### src/rtl/nibble_packer.sv
// Packs NIBBLES consecutive 4-bit nibbles (first nibble in the MSBs) into a word
// and queues finished words in a DEPTH-entry FIFO drained by valid/ready.
module nibble_packer #(
  parameter int unsigned NIBBLES = 2,
  parameter int unsigned DEPTH   = 4
) (
  input  logic                     clk,
  input  logic                     rst,
  input  logic                     in_valid,
  input  logic [3:0]               in_nibble,
  input  logic                     flush,
  input  logic                     out_ready,
  output logic                     out_valid,
  output logic [4*NIBBLES-1:0]     out_data,
  output logic [$clog2(DEPTH):0]   fifo_count,
  output logic                     overflow
);

  localparam int unsigned W  = 4 * NIBBLES;
  localparam int unsigned AW = $clog2(DEPTH);
  localparam int unsigned CW = AW + 1;
  localparam int unsigned IW = $clog2(NIBBLES);

  logic [IW-1:0] idx_q, idx_d;
  logic [W-1:0]  acc_q, acc_d;
  logic [AW-1:0] wr_ptr_q, wr_ptr_d;
  logic [AW-1:0] rd_ptr_q, rd_ptr_d;
  logic [CW-1:0] count_q, count_d;
  logic          overflow_q, overflow_d;
  logic [W-1:0]  mem_q [DEPTH];
  logic [W-1:0]  mem_d [DEPTH];

  logic          word_done;
  logic          pop;
  logic          full;
  logic          push_ok;
  logic [W-1:0]  word;

  always_comb begin
    word      = {acc_q[W-5:0], in_nibble};
    word_done = in_valid && !flush && (idx_q == IW'(NIBBLES - 1));
    pop       = (count_q != '0) && out_ready;
    full      = (count_q == CW'(DEPTH));
    // A pop on the same edge frees the slot, so a push into a full FIFO still lands.
    push_ok   = word_done && (!full || pop);

    idx_d      = idx_q;
    acc_d      = acc_q;
    wr_ptr_d   = wr_ptr_q;
    rd_ptr_d   = rd_ptr_q;
    count_d    = count_q;
    overflow_d = overflow_q;
    mem_d      = mem_q;

    if (flush) begin
      idx_d = '0;
      acc_d = '0;
    end else if (in_valid) begin
      acc_d = word;
      idx_d = word_done ? '0 : idx_q + IW'(1);
    end

    if (push_ok) begin
      mem_d[wr_ptr_q] = word;
      wr_ptr_d        = wr_ptr_q + AW'(1);
    end else if (word_done) begin
      overflow_d = 1'b1;
    end

    if (pop) rd_ptr_d = rd_ptr_q + AW'(1);

    if (push_ok && !pop)      count_d = count_q + CW'(1);
    else if (pop && !push_ok) count_d = count_q - CW'(1);
  end

  always_ff @(posedge clk or posedge rst) begin
    if (rst) begin
      idx_q      <= '0;
      acc_q      <= '0;
      wr_ptr_q   <= '0;
      rd_ptr_q   <= '0;
      count_q    <= '0;
      overflow_q <= 1'b0;
      for (int unsigned i = 0; i < DEPTH; i++) mem_q[i] <= '0;
    end else begin
      idx_q      <= idx_d;
      acc_q      <= acc_d;
      wr_ptr_q   <= wr_ptr_d;
      rd_ptr_q   <= rd_ptr_d;
      count_q    <= count_d;
      overflow_q <= overflow_d;
      mem_q      <= mem_d;
    end
  end

  assign out_valid  = (count_q != '0);
  assign out_data   = mem_q[rd_ptr_q];
  assign fifo_count = count_q;
  assign overflow   = overflow_q;

endmodule

### config.mk
export PLATFORM = sky130hd
export DESIGN_NAME = nibble_packer
export DESIGN_NICKNAME = d
export VERILOG_FILES = /design/src/rtl/nibble_packer.sv
export SDC_FILE = /design/constraint.sdc
export NUM_CORES = 1
export LEC_CHECK = 0
export CAP_MARGIN = 40
export CORE_MARGIN = 1
export CORE_UTILIZATION = 50
export CTS_CLUSTER_DIAMETER = 80
export DETAILED_ROUTE_END_ITERATION = 7
export GPL_TIMING_DRIVEN = 0
export PLACE_DENSITY = 0.86
export SKIP_CTS_REPAIR_TIMING = 1
export SLEW_MARGIN = 20
export SYNTH_ARGS = -nofsm -noshare
export SYNTH_HDL_FRONTEND = slang
export SYNTH_SLANG_ARGS = --single-unit
### constraint.sdc
create_clock -name clk -period 2.6 [get_ports clk]
set_clock_uncertainty 0.2 [all_clocks]
set_input_delay 0.52 -clock clk [delete_from_list [all_inputs] [get_ports clk]]
set_output_delay 0.52 -clock clk [all_outputs]
set_load 0.05 [all_outputs]
==> results of run 1 <==
## layout by cell type, fill, tap and decap left out
master and n:
dfrtp_1 41, mux2_2 28, dlymetal6s2s_1 10, clkdlybuf4s50_1 10, mux4_2 8, nor2_1 6, xnor2_1 5, mux2_1 5
clkbuf_8 5, nand3_4 4, inv_1 4, mux2i_1 4, ha_1 4, dfrtp_2 4, buf_4 4, clkbuf_4 2
xor2_1 2, nand3_1 2, or4b_4 1, buf_8 1, buf_2 1, and3b_1 1, or3_4 1, nand2_1 1
and2_4 1, inv_2 1, a21o_1 1, o21ai_1 1, fa_2 1, ha_2 1, clkbuf_1 1, clkinv_2 1
buf_12 1
## worst max path at each step
stage / end / slack (ns) / from
2_1_floorplan: fifo_count[1]$_DFFE_PP0P_ / -0.02 / fifo_count[1]$_DFFE_PP0P_
5_1_grt: out_valid / 0.002 / fifo_count[0]$_DFFE_PP0P_
6_report: out_valid / 0.04 / fifo_count[0]$_DFFE_PP0P_
3_5_place_dp: fifo_count[1]$_DFFE_PP0P_ / -0.56 / out_ready
4_1_cts: out_data[5] / -0.57 / rd_ptr_q[1]$_DFFE_PP0P_
3_3_place_gp: fifo_count[1]$_DFFE_PP0P_ / -0.52 / out_ready
## through the flow
| stage | util [%] | total power [mW] |
|---|---|---|
| global placement | 61.33 | 2.414 |
| detailed placement | 61.86 | 2.504 |
| floorplan | - | 2.102 |
| CTS | 63.90 | 2.913 |
| finish | 65.81 | 2.935 |
| global route | 65.81 | 3.078 |
## flip-flops by register name, summed over array words and instances (netlist names)
name	count
overflow	1
mem_q	32
fifo_count	3
idx_q	1
wr_ptr_q	2
rd_ptr_q	2
acc_q	4
## cell families (layout without fill, tap and decap cells)
logic type                 Yosys count  count (layout)  share of synthesized area (%)
AOI/OAI and AO/OA                    2               2                         0.6071
xor gates and xnor gates             7               7                          2.975
adders and majority gates            6               6                          4.007
buffers and inverters               10              41                          2.368
DFF                                 45              45                          54.64
muxes                               45              45                          28.72
and+or+nand+nor                     17              17                          6.679
## worst register-to-register path: cells and delay by family, from the launching register on
family | cells | cell delay, ns
adder cells (fa/ha/maj) | 2 | 0.61
multiplexers | 1 | 0.27
flip-flops | 1 | 0.44
AND/OR/NAND/NOR | 2 | 0.67
buffers and inverters | 2 | 0.21
## metal layers
layer  vias to the layer above  routed length (µm)  track usage (%)
met5                         -                   0                0
met4                         0                 101            11.97
met3                         7                  71            4.138
met2                        14                2046            36.35
li1                        531                   -                -
met1                       586                1665            24.05
## cell type report
cell class	instances	area (µm²)
clock buffer	6	72.57
timing repair buffer	25	275.3
fill	276	1299
clock inverter	1	5.005
inverter	5	18.77
multi-input combinational	77	902.1
sequential	45	1131
buffer	4	35.03
tap	48	60.06
## where the power goes
part / switching, mW / internal, mW
clock: 0.228 / 0.183
sequential: 0.177 / 0.959
combinational: 0.751 / 0.637
total: 1.16 / 1.78
==> metrics.md, run 1 <==
| Metric | Value |
|---|---|
| Die area | `0.004382 mm²` |
| Worst-Margin Slew | `0.5288 ns` |
| Max_cap viols | `0` |
| Startpoint class of the critical path | `flop` |
| Post-synth top area share | `54.64%` |
| R2r setup slk | `0.09 ns` |
| Final TNS setup | `0 ns` |
| Congestion Overflow GR | `0` |
| Worst EP arrival | `1.84 ns` |
| WL/cell | `18.41 µm` |
| Peak Freq | `389.9 MHz` |
| Maximum vdd drop | `655.6 µV` |
| # rows | `22` |
| CP Buf/Inv Count | `1` |
| Boundary Pins | `22` |
| Number of synthesized flops with an enable pin | `0` |
| Run status | `complete, no violations` |
| Reg2reg path depth | `7` |
| Initial antenna violation count | `0` |
| First DRT Iteration DRCs | `46` |
| YS warnings | `0` |
| Worst skew pair latency | `0.31 ns` |
| Ant diodes | `0` |
| Hold depth | `1` |
| FF-to-FF Start | `fifo_count[1]$_DFFE_PP0P_` |
| Pre-CTS setup slack | `-0.5618 ns` |
| Top-count cell post-synth | `dfrtp_1` |
| I/O Buffers | `20` |
| RR Endpoint | `fifo_count[1]$_DFFE_PP0P_` |
| Critical path class | `flop to output pin` |
| Power Dens Cells | `1174 mW/mm²` |
| RSZ-0062 raised after global routing | `no` |
| Vias/cell | `5.393` |
| Final Cell Area | `0.002500 mm²` |
| Mapped Avg Cell Area | `15.61 µm²` |
| WL final | `3885 µm` |
| Placed instance area | `0.002350 mm²` |
| Root buffer cell | `clkbuf_8` |
| Core area | `0.003799 mm²` |
| Synth cell count leaders | `dfrtp_1 (45), mux2_2 (28), mux4_2 (8), nor2_1 (6)` |
| Synth async-reset ratio | `100.0%` |
| First drt pass iteration count | `4` |
| CTS Buf Count | `5` |
| Layout cells sized above 1 | `39.88%` |
| Initial Util | `54.25%` |
| Area Overhead vs Synth | `21.31%` |
| DIE WIDTH | `66.20 µm` |
| Synth area leaders | `dfrtp_1 (55%), mux2_2 (15%), mux4_2 (8.7%)` |
| Crit-path cells | `or3_4 -> clkdlybuf4s50_1` |
| Synthesized area | `0.002061 mm²` |
| Slowest stage cell on the critical path | `clkdlybuf4s50_1` |
| Final period utilization | `98.64%` |
| Crit path depth | `2` |
| Post-route insts no fill | `211` |
| Clock sinks | `45` |
| Yosys reg bits | `45` |
| Worst-case clock buffer depth | `2` |
| Final Hold Slack | `0.2588 ns` |
| Worst-path fanout max | `4` |
| Static Leak | `1.284 nW` |
| Vias post-DR | `1138` |
| RD Place Congestion | `0.7134` |
| Final worst slack | `0.03539 ns` |
| Cell count after synthesis | `132` |
| Area leader, netlist | `dfrtp_1` |
| Worst path required time | `1.88 ns` |
| Most used DFF post-synth | `dfrtp_1` |
| Nets | `178` |
| Fin. Hold Viols | `0` |
| Slew HR | `64.64%` |
| Largest net degree at the start of global routing | `34` |
| Vias in the first global route | `1281` |
| Max-slew violations | `0` |
| Hold Crit Start | `overflow$_DFFE_PP0P_` |
| First-pass GRT wire length | `6354 µm` |
| Die Ht | `66.20 µm` |
| DRT antenna net count | `0` |
| Synthesized net count | `147` |
| Worst hold endpoint | `overflow$_DFFE_PP0P_` |
| CTS tree | `built` |
| Worst-path clk slew | `0.08 ns` |
| Synth cell types | `23` |
| H-tree Lvls | `2` |
| Worst Hold Class | `flop to flop` |
| Placed cell count | `201` |
| DPL Wire Length | `2624 µm` |
| Family with the most delay on the worst path | `buffers and inverters` |
| Finish-stage setup viols | `0` |
| Crit path largest cell delay | `0.71 ns` |
| GRT Util Overall | `21.01%` |
| Critical path endpoint category | `output pin` |
| Sequential area share after synthesis | `54.64%` |
| Post-route DRC | `0` |
| Final Critical Period | `2.565 ns` |
Note: power is estimated with default switching activity, not from simulation.
==> run 2: changes to the inputs <==
--- a/config.mk
+++ b/config.mk
@@ -12,6 +12,7 @@
 export DETAILED_ROUTE_END_ITERATION = 7
 export GPL_TIMING_DRIVEN = 0
 export PLACE_DENSITY = 0.86
+export RECOVER_POWER = 50
 export SKIP_CTS_REPAIR_TIMING = 1
 export SLEW_MARGIN = 20
 export SYNTH_ARGS = -nofsm -noshare
==> run 2 against run 1 <==
Critical path depth unchanged. Hold slack unchanged. Count of clock-buffer cells in the layout stayed put. Cell count stayed put. Global-route usage unchanged. Sequential cell count is the same. Sequential power barely moved. Maximum frequency about the same. Utilization down 0.43 points. Design area down 0.65%. Wire length grew 0.10%. Combinational power about the same.
==> metrics.md, run 2 (synthesized netlist as in run 1, its figures left out) <==
| Metric | Value |
|---|---|
| Finish-stage setup viols | `0 (unchanged)` |
| Fin util | `65.38% (-0.43 points)` |
| First-pass GRT wire length | `6354 µm (unchanged)` |
| Area of the multi-input gates | `902.1 µm² (unchanged)` |
| Worst EP arrival | `1.84 ns (about the same)` |
| Worst-path fanout max | `4 (unchanged)` |
| Final Critical Period | `2.565 ns (+0.00001880 ns)` |
| Max-slew violations | `0 (unchanged)` |
| Initial Util | `54.25% (unchanged)` |
| Fin. Hold Viols | `0 (unchanged)` |
| Power Dens Cells | `1180 mW/mm² (+0.48%)` |
| Core area | `0.003799 mm² (unchanged)` |
| First DRT Iteration DRCs | `44 (-4.3%)` |
| Placed instance area | `0.002350 mm² (unchanged)` |
| Worst-path clk slew | `0.08 ns (about the same)` |
| Maximum vdd drop | `654.9 µV (-0.11%)` |
| Vias in the first global route | `1281 (unchanged)` |
| Worst path required time | `1.88 ns (about the same)` |
| Most common library cell in the layout ignoring fill and taps | `dfrtp_1` |
| Worst skew pair latency | `0.31 ns (about the same)` |
| Slowest stage cell on the critical path | `clkdlybuf4s50_1` |
| Layout cells sized above 1 | `38.65% (-1.2 points)` |
| # rows | `22 (unchanged)` |
| Critical path class | `flop to output pin` |
| H-tree Lvls | `2 (unchanged)` |
| Die area | `0.004382 mm² (unchanged)` |
| Area Overhead vs Synth | `20.52%` |
| Clock sinks | `45 (unchanged)` |
| Die Ht | `66.20 µm (unchanged)` |
| DPL Wire Length | `2624 µm (unchanged)` |
| CTS tree | `built` |
| Filler Cell Count | `279 (+1.1%)` |
| Static Leak | `1.278 nW (-0.44%)` |
| Largest register FFs | `32 (unchanged)` |
| Peak Freq | `389.9 MHz (about the same)` |
| RD Place Congestion | `0.7134 (unchanged)` |
| Slew HR | `47.17% (-17 points)` |
| Initial antenna violation count | `0 (unchanged)` |
| Startpoint class of the critical path | `flop` |
| Critical path endpoint category | `output pin` |
| Vias post-DR | `1138 (unchanged)` |
| Max_cap viols | `0 (unchanged)` |
| Final Cell Area | `0.002484 mm² (-0.65%)` |
| Seq. cell area | `0.001131 mm² (unchanged)` |
| WL/cell | `18.43 µm (+0.10%)` |
| Crit-path cells | `or3_4 -> clkdlybuf4s50_1` |
| WL final | `3889 µm (+0.10%)` |
| Crit path largest cell delay | `0.71 ns (about the same)` |
| Worst-Margin Slew | `0.7925 ns (+0.2637 ns)` |
| I/O Buffers | `20 (unchanged)` |
| GRT Util Overall | `21.01% (unchanged)` |
| Boundary Pins | `22 (unchanged)` |
| Root buffer cell | `clkbuf_8` |
| Largest net degree at the start of global routing | `34 (unchanged)` |
| Ant diodes | `0 (unchanged)` |
| DIE WIDTH | `66.20 µm (unchanged)` |
| Run status | `complete, no violations` |
| Worst-case clock buffer depth | `2 (unchanged)` |
| Post-route DRC | `0 (unchanged)` |
| Nets | `178 (unchanged)` |
| Final period utilization | `98.64% (about the same)` |
| DRT antenna net count | `0 (unchanged)` |
| Vias/cell | `5.393 (unchanged)` |
| Worst Hold Class | `flop to flop` |
| First drt pass iteration count | `4 (unchanged)` |
| Reg with most FFs | `mem_q` |
| CTS Buf Count | `5 (unchanged)` |
| RSZ-0062 raised after global routing | `no` |
| Congestion Overflow GR | `0 (unchanged)` |
| Commonest non-fill, non-tap cells in the layout | `dfrtp_1 (41), mux2_2 (28), dlymetal6s2s_1 (10), mux4_2 (8), nor2_1 (6)` |
==> run 2: cell types whose count changed in the layout (fill, tap and decap cells not counted) <==
cell | previous run | this run
buf_2 | 1 | 0
buf_12 | 1 | 0
clkdlybuf4s50_1 | 10 | 5
clkbuf_1 | 1 | 2
inv_2 | 1 | 0
inv_1 | 4 | 5
dlygate4sd3_1 | 0 | 5
clkbuf_2 | 0 | 1
==> run 2: stage by stage <==
stage | worst slack [ns] | cells | TNS (ns) | hold WS, ns | power, mW
floorplan | -0.02095 | 132 | -0.02095 | 0.2587 | 2.102
global placement | -0.5178 | 200 | -2.092 | 0.2384 | 2.414
detailed placement | -0.5618 | 201 | -1.836 | 0.2440 | 2.504
CTS | -0.5740 | 208 | -3.921 | 0.2635 | 2.913
global route | 0.001874 | 211 | 0 | 0.2746 | 3.073
finish | 0.03537 | 211 | 0 | 0.2588 | 2.930
==> run 2: cell type report <==
type	count	share of cell area [%]
inverters	5	0.7557
multi-input cells	77	36.32
repair buffers	25	10.48
flip-flops and latches	45	45.54
clock inverters	1	0.2015
well taps	48	2.418
clock buffers	6	2.922
plain buffers	4	1.360
==> run 2: power by group <==
group / total [mW] / internal (mW) / switching (mW)
combinational: 1.38 / 0.633 / 0.751
sequential: 1.14 / 0.959 / 0.177
clock: 0.411 / 0.183 / 0.228
total: 2.93 / 1.77 / 1.16
==> run 2: final timing paths <==
check	start	endpoint	slack, ns	depth (start not counted)
hold / removal	overflow$_DFFE_PP0P_	overflow$_DFFE_PP0P_	0.26	1
min in group asynchronous	rst	wr_ptr_q[1]$_DFFE_PP0P_	0.47	2
hold reg to reg	overflow$_DFFE_PP0P_	overflow$_DFFE_PP0P_	0.26	1
setup reg to reg	fifo_count[1]$_DFFE_PP0P_	fifo_count[1]$_DFFE_PP0P_	0.09	7
max in group asynchronous	rst	mem_q[10]$_DFFE_PP0P_	0.58	3
setup / recovery	fifo_count[0]$_DFFE_PP0P_	out_valid	0.04	2
==> run 2: per-layer routing <==
| metal | GRT usage [%] | share of wire (%) |
|---|---|---|
| met1 | 24.05 | 43 |
| met2 | 36.35 | 53 |
| met3 | 4.138 | 2.0 |
| met4 | 11.97 | 2.6 |
| met5 | 0 | 0 |
==> run 2: worst max-delay path, delay by kind of cell, from the launching register on <==
kind                   cells  cell delay, ns
buffers and inverters      1            0.71
flip-flops                 1            0.43
AND/OR/NAND/NOR            1            0.40
